[src/rtl/frv_core_fetch_req_pkg.sv]
// rtl/frv_core_fetch_req_pkg.sv - shared fetch constants and response FIFO entry layout
package frv_core_fetch_req_pkg;

  localparam logic [31:0] FRV_PC_RESET_VALUE = 32'h8000_0000;

  // half marks an entry whose lower halfword precedes the redirect target
  typedef struct packed {
    logic        err;
    logic        half;
    logic [31:0] data;
  } fetch_entry_t;

endpackage

[src/rtl/frv_core_fetch_rsp_fifo.sv]
// rtl/frv_core_fetch_rsp_fifo.sv - response FIFO with registered head and synchronous clear
module frv_core_fetch_rsp_fifo
  import frv_core_fetch_req_pkg::*;
#(
  parameter int DEPTH = 2
) (
  input  logic                         clk,
  input  logic                         reset,
  input  logic                         clear,
  input  logic                         push_tvalid,
  input  fetch_entry_t                 push_tdata,
  output logic                         push_tready,
  output logic                         pop_tvalid,
  output fetch_entry_t                 pop_tdata,
  input  logic                         pop_tready,
  output logic [$clog2(DEPTH+1)-1:0]   count
);

  localparam int CW = $clog2(DEPTH + 1);
  localparam int PW = (DEPTH > 1) ? $clog2(DEPTH) : 1;
  localparam logic [CW-1:0] FULL = CW'(DEPTH);

  fetch_entry_t  mem [DEPTH];
  logic [PW-1:0] wr_ptr;
  logic [PW-1:0] rd_ptr;
  logic          do_push;
  logic          do_pop;

  function automatic logic [PW-1:0] ptr_next(input logic [PW-1:0] p);
    return (p == PW'(DEPTH - 1)) ? '0 : p + PW'(1);
  endfunction

  assign push_tready = (count != FULL);
  assign pop_tvalid  = (count != '0);
  assign pop_tdata   = mem[rd_ptr];
  assign do_push     = push_tvalid && push_tready;
  assign do_pop      = pop_tvalid && pop_tready;

  // Head is read straight from storage, so a push is visible one cycle later.
  always_ff @(posedge clk) begin
    if (reset) begin
      wr_ptr <= '0;
      rd_ptr <= '0;
      count  <= '0;
      for (int i = 0; i < DEPTH; i++) mem[i] <= '0;
    end else if (clear) begin
      wr_ptr <= '0;
      rd_ptr <= '0;
      count  <= '0;
    end else begin
      if (do_push) begin
        mem[wr_ptr] <= push_tdata;
        wr_ptr      <= ptr_next(wr_ptr);
      end
      if (do_pop) rd_ptr <= ptr_next(rd_ptr);
      count <= count + CW'(do_push) - CW'(do_pop);
    end
  end

endmodule

[src/rtl/frv_core_fetch_req.sv]
// rtl/frv_core_fetch_req.sv - instruction fetch request generator with credit-limited response FIFO
module frv_core_fetch_req #(
  parameter logic [31:0] FRV_PC_RESET_VALUE = frv_core_fetch_req_pkg::FRV_PC_RESET_VALUE,
  parameter int          RSP_DEPTH          = 2
) (
  input  logic        g_clk,
  input  logic        g_reset,
  input  logic        cf_req,
  input  logic [31:0] cf_target,
  output logic        cf_ack,
  output logic        f_flush,
  output logic        imem_req,
  output logic [31:0] imem_addr,
  input  logic        imem_gnt,
  input  logic        imem_recv,
  output logic        imem_ack,
  input  logic        imem_error,
  input  logic [31:0] imem_rdata,
  output logic        f_4byte,
  output logic        f_2byte,
  output logic        f_err,
  output logic [31:0] f_in,
  input  logic        f_ready
);

  import frv_core_fetch_req_pkg::*;

  localparam int CW = $clog2(RSP_DEPTH + 1);

  logic [31:0]   fpc;
  logic [CW-1:0] outstanding;
  logic [CW-1:0] outstanding_nxt;
  logic [CW-1:0] stale;
  logic [CW-1:0] fifo_count;
  logic          misalign;
  logic          halted;
  logic          pend;
  logic          credit_ok;
  logic          fire;
  logic          rsp_fire;
  logic          redirect;
  logic          rsp_live;
  logic          push_ready;
  logic          head_valid;
  logic          pop_ready;
  fetch_entry_t  push_entry;
  fetch_entry_t  head;
  logic          unused_target_bit;

  assign unused_target_bit = cf_target[0];

  // Stale requests still hold a credit, so a live response always finds FIFO space.
  assign credit_ok = ({1'b0, outstanding} + {1'b0, fifo_count}) < (CW+1)'(RSP_DEPTH);

  // A raised request is held until granted; a redirect only competes with new requests.
  assign imem_req  = !g_reset && (pend || (!cf_req && !halted && credit_ok));
  assign imem_addr = fpc;
  assign cf_ack    = !g_reset && cf_req && !(imem_req && !imem_gnt);
  assign f_flush   = cf_req && cf_ack;
  assign redirect  = cf_ack;
  assign imem_ack  = g_reset || push_ready;

  assign fire            = imem_req && imem_gnt;
  assign rsp_fire        = imem_recv && imem_ack;
  assign rsp_live        = rsp_fire && !redirect && (stale == '0);
  assign outstanding_nxt = outstanding + CW'(fire) - CW'(rsp_fire);
  assign push_entry      = '{err: imem_error, half: misalign, data: imem_rdata};

  always_ff @(posedge g_clk) begin
    if (g_reset) begin
      fpc         <= FRV_PC_RESET_VALUE;
      outstanding <= '0;
      stale       <= '0;
      misalign    <= 1'b0;
      halted      <= 1'b0;
      pend        <= 1'b0;
    end else begin
      outstanding <= outstanding_nxt;
      pend        <= imem_req && !imem_gnt;
      if (redirect) begin
        fpc      <= {cf_target[31:2], 2'b00};
        misalign <= cf_target[1];
        halted   <= 1'b0;
        stale    <= outstanding_nxt;
      end else begin
        if (fire) fpc <= fpc + 32'd4;
        if (rsp_fire && (stale != '0)) stale <= stale - CW'(1);
        if (rsp_live) begin
          misalign <= 1'b0;
          if (imem_error) halted <= 1'b1;
        end
      end
    end
  end

  frv_core_fetch_rsp_fifo #(
    .DEPTH (RSP_DEPTH)
  ) u_rsp_fifo (
    .clk         (g_clk),
    .reset       (g_reset),
    .clear       (redirect),
    .push_tvalid (rsp_live),
    .push_tdata  (push_entry),
    .push_tready (push_ready),
    .pop_tvalid  (head_valid),
    .pop_tdata   (head),
    .pop_tready  (pop_ready),
    .count       (fifo_count)
  );

  assign pop_ready = f_ready && !g_reset;
  assign f_4byte   = head_valid && !head.half && pop_ready;
  assign f_2byte   = head_valid && head.half && pop_ready;
  assign f_err     = !g_reset && head_valid && head.err;
  assign f_in      = g_reset ? '0 : head.data;

endmodule

[config.mk]
export PLATFORM = sky130hd
export DESIGN_NAME = frv_core_fetch_req
export DESIGN_NICKNAME = d
export VERILOG_FILES = /design/src/rtl/frv_core_fetch_req_pkg.sv /design/src/rtl/frv_core_fetch_rsp_fifo.sv /design/src/rtl/frv_core_fetch_req.sv
export SDC_FILE = /design/constraint.sdc
export NUM_CORES = 1
export LEC_CHECK = 0
export CAP_MARGIN = 20
export CORE_ASPECT_RATIO = 1.75
export CORE_MARGIN = 3
export CORE_UTILIZATION = 45
export CTS_CLUSTER_DIAMETER = 40
export DETAILED_ROUTE_END_ITERATION = 10
export DONT_BUFFER_PORTS = 1
export GPL_ROUTABILITY_DRIVEN = 0
export HOLD_SLACK_MARGIN = 0.15
export SLEW_MARGIN = 20
export SYNTH_ARGS = -nofsm -noshare
export SYNTH_HDL_FRONTEND = slang
export SYNTH_SLANG_ARGS = --single-unit
[constraint.sdc]
create_clock -name g_clk -period 4.9 [get_ports g_clk]
set_input_delay 0.98 -clock g_clk [delete_from_list [all_inputs] [get_ports g_clk]]
set_output_delay 0.98 -clock g_clk [all_outputs]
set_load 0.05 [all_outputs]
==> results of run 1 <==
-- final timing paths --
check / start / end / depth (start not counted)
setup / recovery: g_reset / cf_ack / 3
hold / removal: misalign / misalign / 2
setup reg to reg: u_rsp_fifo.count[0] / stale[1] / 12
hold reg to reg: misalign / misalign / 2
-- synth_stat cells (3+ instances only) --
| library cell | instances |
|---|---|
| o21ai_0 | 12 |
| a22o_1 | 3 |
| o311ai_0 | 4 |
| a311oi_1 | 3 |
| a22oi_1 | 10 |
| edfxtp_1 | 68 |
| nand3_1 | 23 |
| a31oi_1 | 3 |
| xnor2_1 | 4 |
| and2_1 | 74 |
| nor3_1 | 13 |
| clkbuf_1 | 18 |
| inv_1 | 12 |
| a211oi_1 | 5 |
| a21oi_1 | 22 |
| xor2_1 | 3 |
| ha_1 | 6 |
| nor2_1 | 62 |
| nor2b_1 | 4 |
| o22ai_1 | 4 |
| clkbuf_8 | 4 |
| mux2i_1 | 38 |
| or3_1 | 3 |
| dfxtp_1 | 42 |
| nand2b_1 | 3 |
| nand2_1 | 31 |
| buf_2 | 9 |
| a21o_1 | 3 |
| and3_1 | 5 |
| nand4_1 | 6 |
-- flip-flops by register name, indices dropped and copies added, names as in the netlist, named ones only --
| register | count |
|---|---|
| stale | 2 |
| u_rsp_fifo.rd_ptr | 1 |
| halted | 1 |
| u_rsp_fifo.mem | 68 |
| imem_addr | 30 |
| misalign | 1 |
| u_rsp_fifo.wr_ptr | 1 |
| u_rsp_fifo.count | 2 |
| pend | 1 |
| outstanding | 2 |
-- cell usage in the layout, fill, tap and decap left out, types with 3 or more instances in the layout --
master	count
or3_1	3
o22ai_1	4
o21ai_0	12
nand3_1	23
dfxtp_1	41
and2_1	74
nor2_1	61
nor3_1	11
nand2b_1	3
xor2_1	3
and3_1	5
clkbuf_16	9
a22oi_1	10
buf_4	8
o311ai_0	4
a21oi_1	22
a22o_1	3
a31oi_1	3
edfxtp_1	68
a21o_1	3
nor3_2	3
inv_1	12
nand2_1	31
a311oi_1	3
mux2i_1	38
a211oi_1	4
nor2b_1	4
nand4_1	6
ha_1	6
xnor2_1	4
-- worst register-to-register path: cells and delay by family, from the launching register on --
kind	cells	cell delay, ns
xor gates and xnor gates	2	0.36
AOI/OAI and AO/OA	2	0.18
buffers and inverters	1	0.04
DFF	1	0.38
and+or+nand+nor	4	1.25
adders and majority gates	3	0.94
-- where the power goes --
| group | switching [mW] | internal, mW | total [mW] |
|---|---|---|---|
| clock network | 0.331 | 0.452 | 0.783 |
| logic | 0.244 | 0.110 | 0.354 |
| registers | 0.146 | 1.06 | 1.21 |
| total | 0.721 | 1.63 | 2.35 |
-- routing by layer --
layer,GRT usage,up-vias
met2,0.3809,135
met5,0,-
li1,-,1929
met3,0.04797,18
met1,0.2021,1938
met4,0.08985,0
-- kinds of logic (layout without fill, tap and decap cells) --
| family | after synthesis | in the layout |
|---|---|---|
| muxes | 38 | 38 |
| other | 1 | 2 |
| adders and majority gates | 7 | 7 |
| buffers and inverters | 47 | 38 |
| AOI/OAI and AO/OA | 88 | 88 |
| xor gates and xnor gates | 7 | 7 |
| DFF | 110 | 110 |
| and+or+nand+nor | 246 | 246 |
-- layout make-up --
class	instances	share of cell area
flip-flops and latches	110	0.4735
multi-input cells	388	0.4158
clock buffers	10	0.03759
well taps	165	0.03389
repair buffers	10	0.01684
clock inverters	6	0.01500
inverters	12	0.007395
-- metrics by stage --
| step | cell area, µm² | setup slack (ns) |
|---|---|---|
| after floorplan | 5620 | 0.3211 |
| after global placement | 5728 | 1.406 |
| after detailed placement | 5728 | 1.455 |
| after CTS | 6048 | 1.334 |
| after global routing | 6091 | 1.352 |
| final | 6091 | 1.442 |
==> results.cfg, run 1 <==
[run_status]
status = complete, no violations

[place]
hpwl_mm = 9.431
dp_cells = 683
io_buffer_count = 0

[critical_path]
end_kind = output pin
arrival_ns = 2.48
crit_path_start_kind = input port
critPathRequiredTime_ns = 3.92
cp_common_cell = inv_1
critical_path.max_stage_delay_ns = 0.62
path_cells = inv_1 > nand3_2 > inv_1
critical-path-top-delay-family = buffers and inverters
critPathMaxFanout = 64
critPathSlowestCell = inv_1
ff2ff_setup_slack_ns = 1.64
worstSetupPathType = input port to output pin
cp_num_buf_inv = 2

[sta]
slew_viol_final = 0
fmax_mhz = 289.1
min_period_over_period = 0.7058
finClkSkew_ns = 0.009838
final.min_clock_period_ns = 3.458
hold_viol = 0
fin_worst_hold_slack_ns = 0.4866
rsz0062_at_grt = no
max_slew_margin = 0.3212
setup-tns-final_ns = 0
setup_viol = 0
tightest_slew_ns = 1.014

[power]
p_leak_nw = 2.177
power_density_nw_per_um2 = 385.5
irDropWorstVdd_mv = 0.1745
totalPowerFinal_mw = 2.348

[die]
dieArea_um2 = 13910
start_util = 0.4628
rows = 53
coreArea_um2 = 12140
fp.dieW_um = 90.45
dieHeight_um = 153.8
boundaryPins = 142

[drt]
wire_per_inst_um = 19.45
avgViaCountPerCell = 5.735
drc = 0
highest_layer = met4
drt_pass1_iterations = 4
ant_nets = 0
finalWirelength_mm = 13.64
drt_iter0_markers = 180
routed-wl-met3_um = 815
wl_met2_mm = 7.542
vias = 4020
wl_met1_mm = 4.925

[min_path]
worstHoldPathType = register to register

[synthesis]
yosys_register_bits = 110
synth-compound-area-share = 0.1074
avgSynthCellArea_um2 = 10.32
synth_adder_area_share = 0.01693
synth_area_leader_cell = edfxtp_1
yosys.area_share.simple = 0.2386
syn_area_um2 = 5617
yosysWarnings = 0
postSynthCellCount = 544
yosysSeqAreaShare = 0.5133
synth_top_family_by_area = simple AND/OR/NAND/NOR gates
synth-main-ff-cell = edfxtp_1
async_flop_share = 0
synth_area_leaders = edfxtp_1 36%, dfxtp_1 15%, and2_1 8.2%, mux2i_1 6.8%, nor2_1 4.1%
synth_mux_area_frac = 0.06772
synth_edf_count = 68
synthXorXnorAreaFrac = 0.01092
synth.distinct_cells = 67
yosysTopAreaCellShare = 0.3636

[final_layout]
layout-drive-gt1-share = 0.08955
synthToLayoutAreaGrowth_pct = 8.443
register_area_um2 = 2884
final_util = 0.5019
stdcell_count = 701
diodes = 0
fillers = 1121
multiInputGateArea_um2 = 2532
fin_nets = 609

[cts]
cts-buffers-inserted = 9
cts_hold_buf = 0
cts-root-buf = clkbuf_16
h-tree-depth = 3
cts_tree = built
clk_latency_ns = 0.34
clockBufferDepth = 2
clk_pin_slew_ns = 0.07
post-cts-setup-buffers = 0
cts_sinks = 110
cts_resized = 0

[global_routing]
grt_pass1_wl_mm = 22.09
grt_max_degree = 65
grt_antenna_before_repair = 0
track_usage = 0.1997
first_global_vias = 4246
grt_overflow_total = 0

[flow_run]
timing.max_cap.violations = 0
Note: power is estimated with default switching activity, not from simulation.
==> run 2, diff against run 1 <==
==> constraint.sdc (replaced) <==
create_clock -name g_clk -period 3 [get_ports g_clk]
set_input_delay 0.6 -clock g_clk [delete_from_list [all_inputs] [get_ports g_clk]]
set_output_delay 0.6 -clock g_clk [all_outputs]
set_load 0.05 [all_outputs]
==> run 2 against run 1 <==
  * Sequential share of layout area is 3.2 points lower
  * First-iteration DRC count decreased by 14%
  * Worst hold slack got worse by 0.16 ns
  * Register-to-register slack lost 1.2 ns
  * Global-route usage up 0.24 points
==> results.cfg, run 2 (synthesized netlist as in run 1, its figures left out) <==
[run_status]
status = complete, no violations

[place]
hpwl_mm = 9.679
placed_cell_area_um2 = 6228
io_buffer_count = 0

[die]
coreArea_um2 = 12140
fp.dieW_um = 90.45
rows = 53
dieHeight_um = 153.8
start_util = 0.4628
dieArea_um2 = 13910
boundaryPins = 142

[final_layout]
fillers = 1107
final_common_cell = and2_1
synthToLayoutAreaGrowth_pct = 16.22
largest_register = u_rsp_fifo.mem
diodes = 0
final_cell_mix = 74 x and2_1, 72 x buf_4, 68 x edfxtp_1
final_util = 0.5379
largest_reg_flops = 68
layout-drive-gt1-share = 0.1870
fin_area_um2 = 6528
fin_nets = 672

[cts]
clk_latency_ns = 0.35
cts_resized = 0
cts-root-buf = clkbuf_16
clockBufferDepth = 2
post-cts-setup-buffers = 0
cts_hold_buf = 0
clk_pin_slew_ns = 0.08
h-tree-depth = 3
cts-buffers-inserted = 9
cts_tree = built
cts_sinks = 110

[drt]
ant_nets = 0
drc = 0
wire_per_inst_um = 18.17
vias = 4255
avgViaCountPerCell = 5.569
drt_iter0_markers = 154
finalWirelength_mm = 13.88
drt_pass1_iterations = 4

[sta]
finClkSkew_ns = 0.01104
rsz0062_at_grt = no
setup-tns-final_ns = 0
setup_viol = 0
slew_viol_final = 0
final.min_clock_period_ns = 2.633
fmax_mhz = 379.8
hold_viol = 0
max_slew_margin = 0.4080
tightest_slew_ns = 0.8821
min_period_over_period = 0.8777

[global_routing]
track_usage = 0.2021
first_global_vias = 4396
grt_max_degree = 65
grt_pass1_wl_mm = 22.68
grt_overflow_total = 0
grt_antenna_before_repair = 0

[critical_path]
startpoint = u_rsp_fifo.count[0]
r2r-end = stale[1]
arrival_ns = 2.03
ff2ff_setup_slack_ns = 0.40
critPathCapture = imem_req
critPathMaxFanout = 5
critPathRequiredTime_ns = 2.40
crit_path_start_kind = register
reg2reg_from = u_rsp_fifo.count[0]
worstSetupPathType = register to output pin
end_kind = output pin
r2r_cells = 12

[power]
power_frac_clock = 0.310
power_density_nw_per_um2 = 587.5
swShare = 0.3203
pwr-share-comb = 0.207
power_switching_mw = 1.228
irDropWorstVdd_mv = 0.3485
pwr-share-seq = 0.483
p_int_mw = 2.607
p_leak_nw = 2.496

[min_path]
worstHoldPathType = input port to register

[flow_run]
timing.max_cap.violations = 0
## run 2: worst min path at each step
| stage | start | to | slack (ns) | cells after the start |
|---|---|---|---|---|
| 2_1_floorplan | misalign | misalign | 0.45 | 2 |
| 3_3_place_gp | misalign | misalign | 0.48 | 2 |
| 3_5_place_dp | misalign | misalign | 0.48 | 2 |
| 4_1_cts | g_reset | imem_addr[21] | 0.32 | 1 |
| 5_1_grt | imem_gnt | pend | 0.32 | 1 |
| 6_report | imem_gnt | pend | 0.33 | 1 |
## run 2: cell type report
class,instances,area [µm²],share of cell area
Clock buffer,10,239.0,0.03661
Clock inverter,6,60.06,0.009201
Inverter,12,45.04,0.006901
Multi-Input combinational cell,388,2532,0.3880
Sequential cell,110,2884,0.4418
Tap cell,165,206.4,0.03163
Timing Repair Buffer,73,560.5,0.08587
## run 2: power by group through the flow
stage | logic [mW] | registers [mW] | clock network, mW
2_1_floorplan | 0.495 | 1.98 | 0
3_3_place_gp | 0.785 | 1.88 | 0
3_5_place_dp | 0.800 | 1.89 | 0
4_1_cts | 0.803 | 1.85 | 1.23
5_1_grt | 0.863 | 1.87 | 1.28
6_report | 0.795 | 1.85 | 1.19
## run 2: metal layers
layer / routed length [µm] / share of wire / track usage / vias to the layer above
met5: 0 / 0 / 0 / -
met1: 5034 / 0.36 / 0.2171 / 2044
li1: - / - / - / 2055
met4: 282 / 0.020 / 0.08766 / 0
met2: 7762 / 0.56 / 0.3830 / 138
met3: 800 / 0.058 / 0.03475 / 18
## run 2: critical path, stage by stage, from the launching register on
cell     delay (ns)
dfxtp_1        0.38
and2_1         0.15
fa_1           0.45
nor3_1         0.20
a21oi_1        0.11
nor2_1         0.17
buf_4          0.23
## run 2: per-stage QoR
| step | total power, mW | instances | hold WS, ns | worst slack (ns) |
|---|---|---|---|---|
| finish | 3.835 | 764 | 0.3282 | 0.3668 |
| global route | 4.014 | 764 | 0.3183 | 0.2272 |
| CTS | 3.883 | 764 | 0.3197 | 0.3446 |
| detailed placement | 2.686 | 748 | 0.4769 | 0.4266 |
| global placement | 2.664 | 748 | 0.4773 | 0.4856 |
| floorplan | 2.475 | 545 | 0.4517 | 0.02712 |
==> run 3, diff against run 2 <==
--- a/config.mk
+++ b/config.mk
@@ -14,6 +14,7 @@
 export DONT_BUFFER_PORTS = 1
 export GPL_ROUTABILITY_DRIVEN = 0
 export HOLD_SLACK_MARGIN = 0.15
+export SKIP_LAST_GASP = 1
 export SLEW_MARGIN = 20
 export SYNTH_ARGS = -nofsm -noshare
 export SYNTH_HDL_FRONTEND = slang
==> results of run 3 <==
The final DEF is identical to that of run 2; final timing and power are the same.
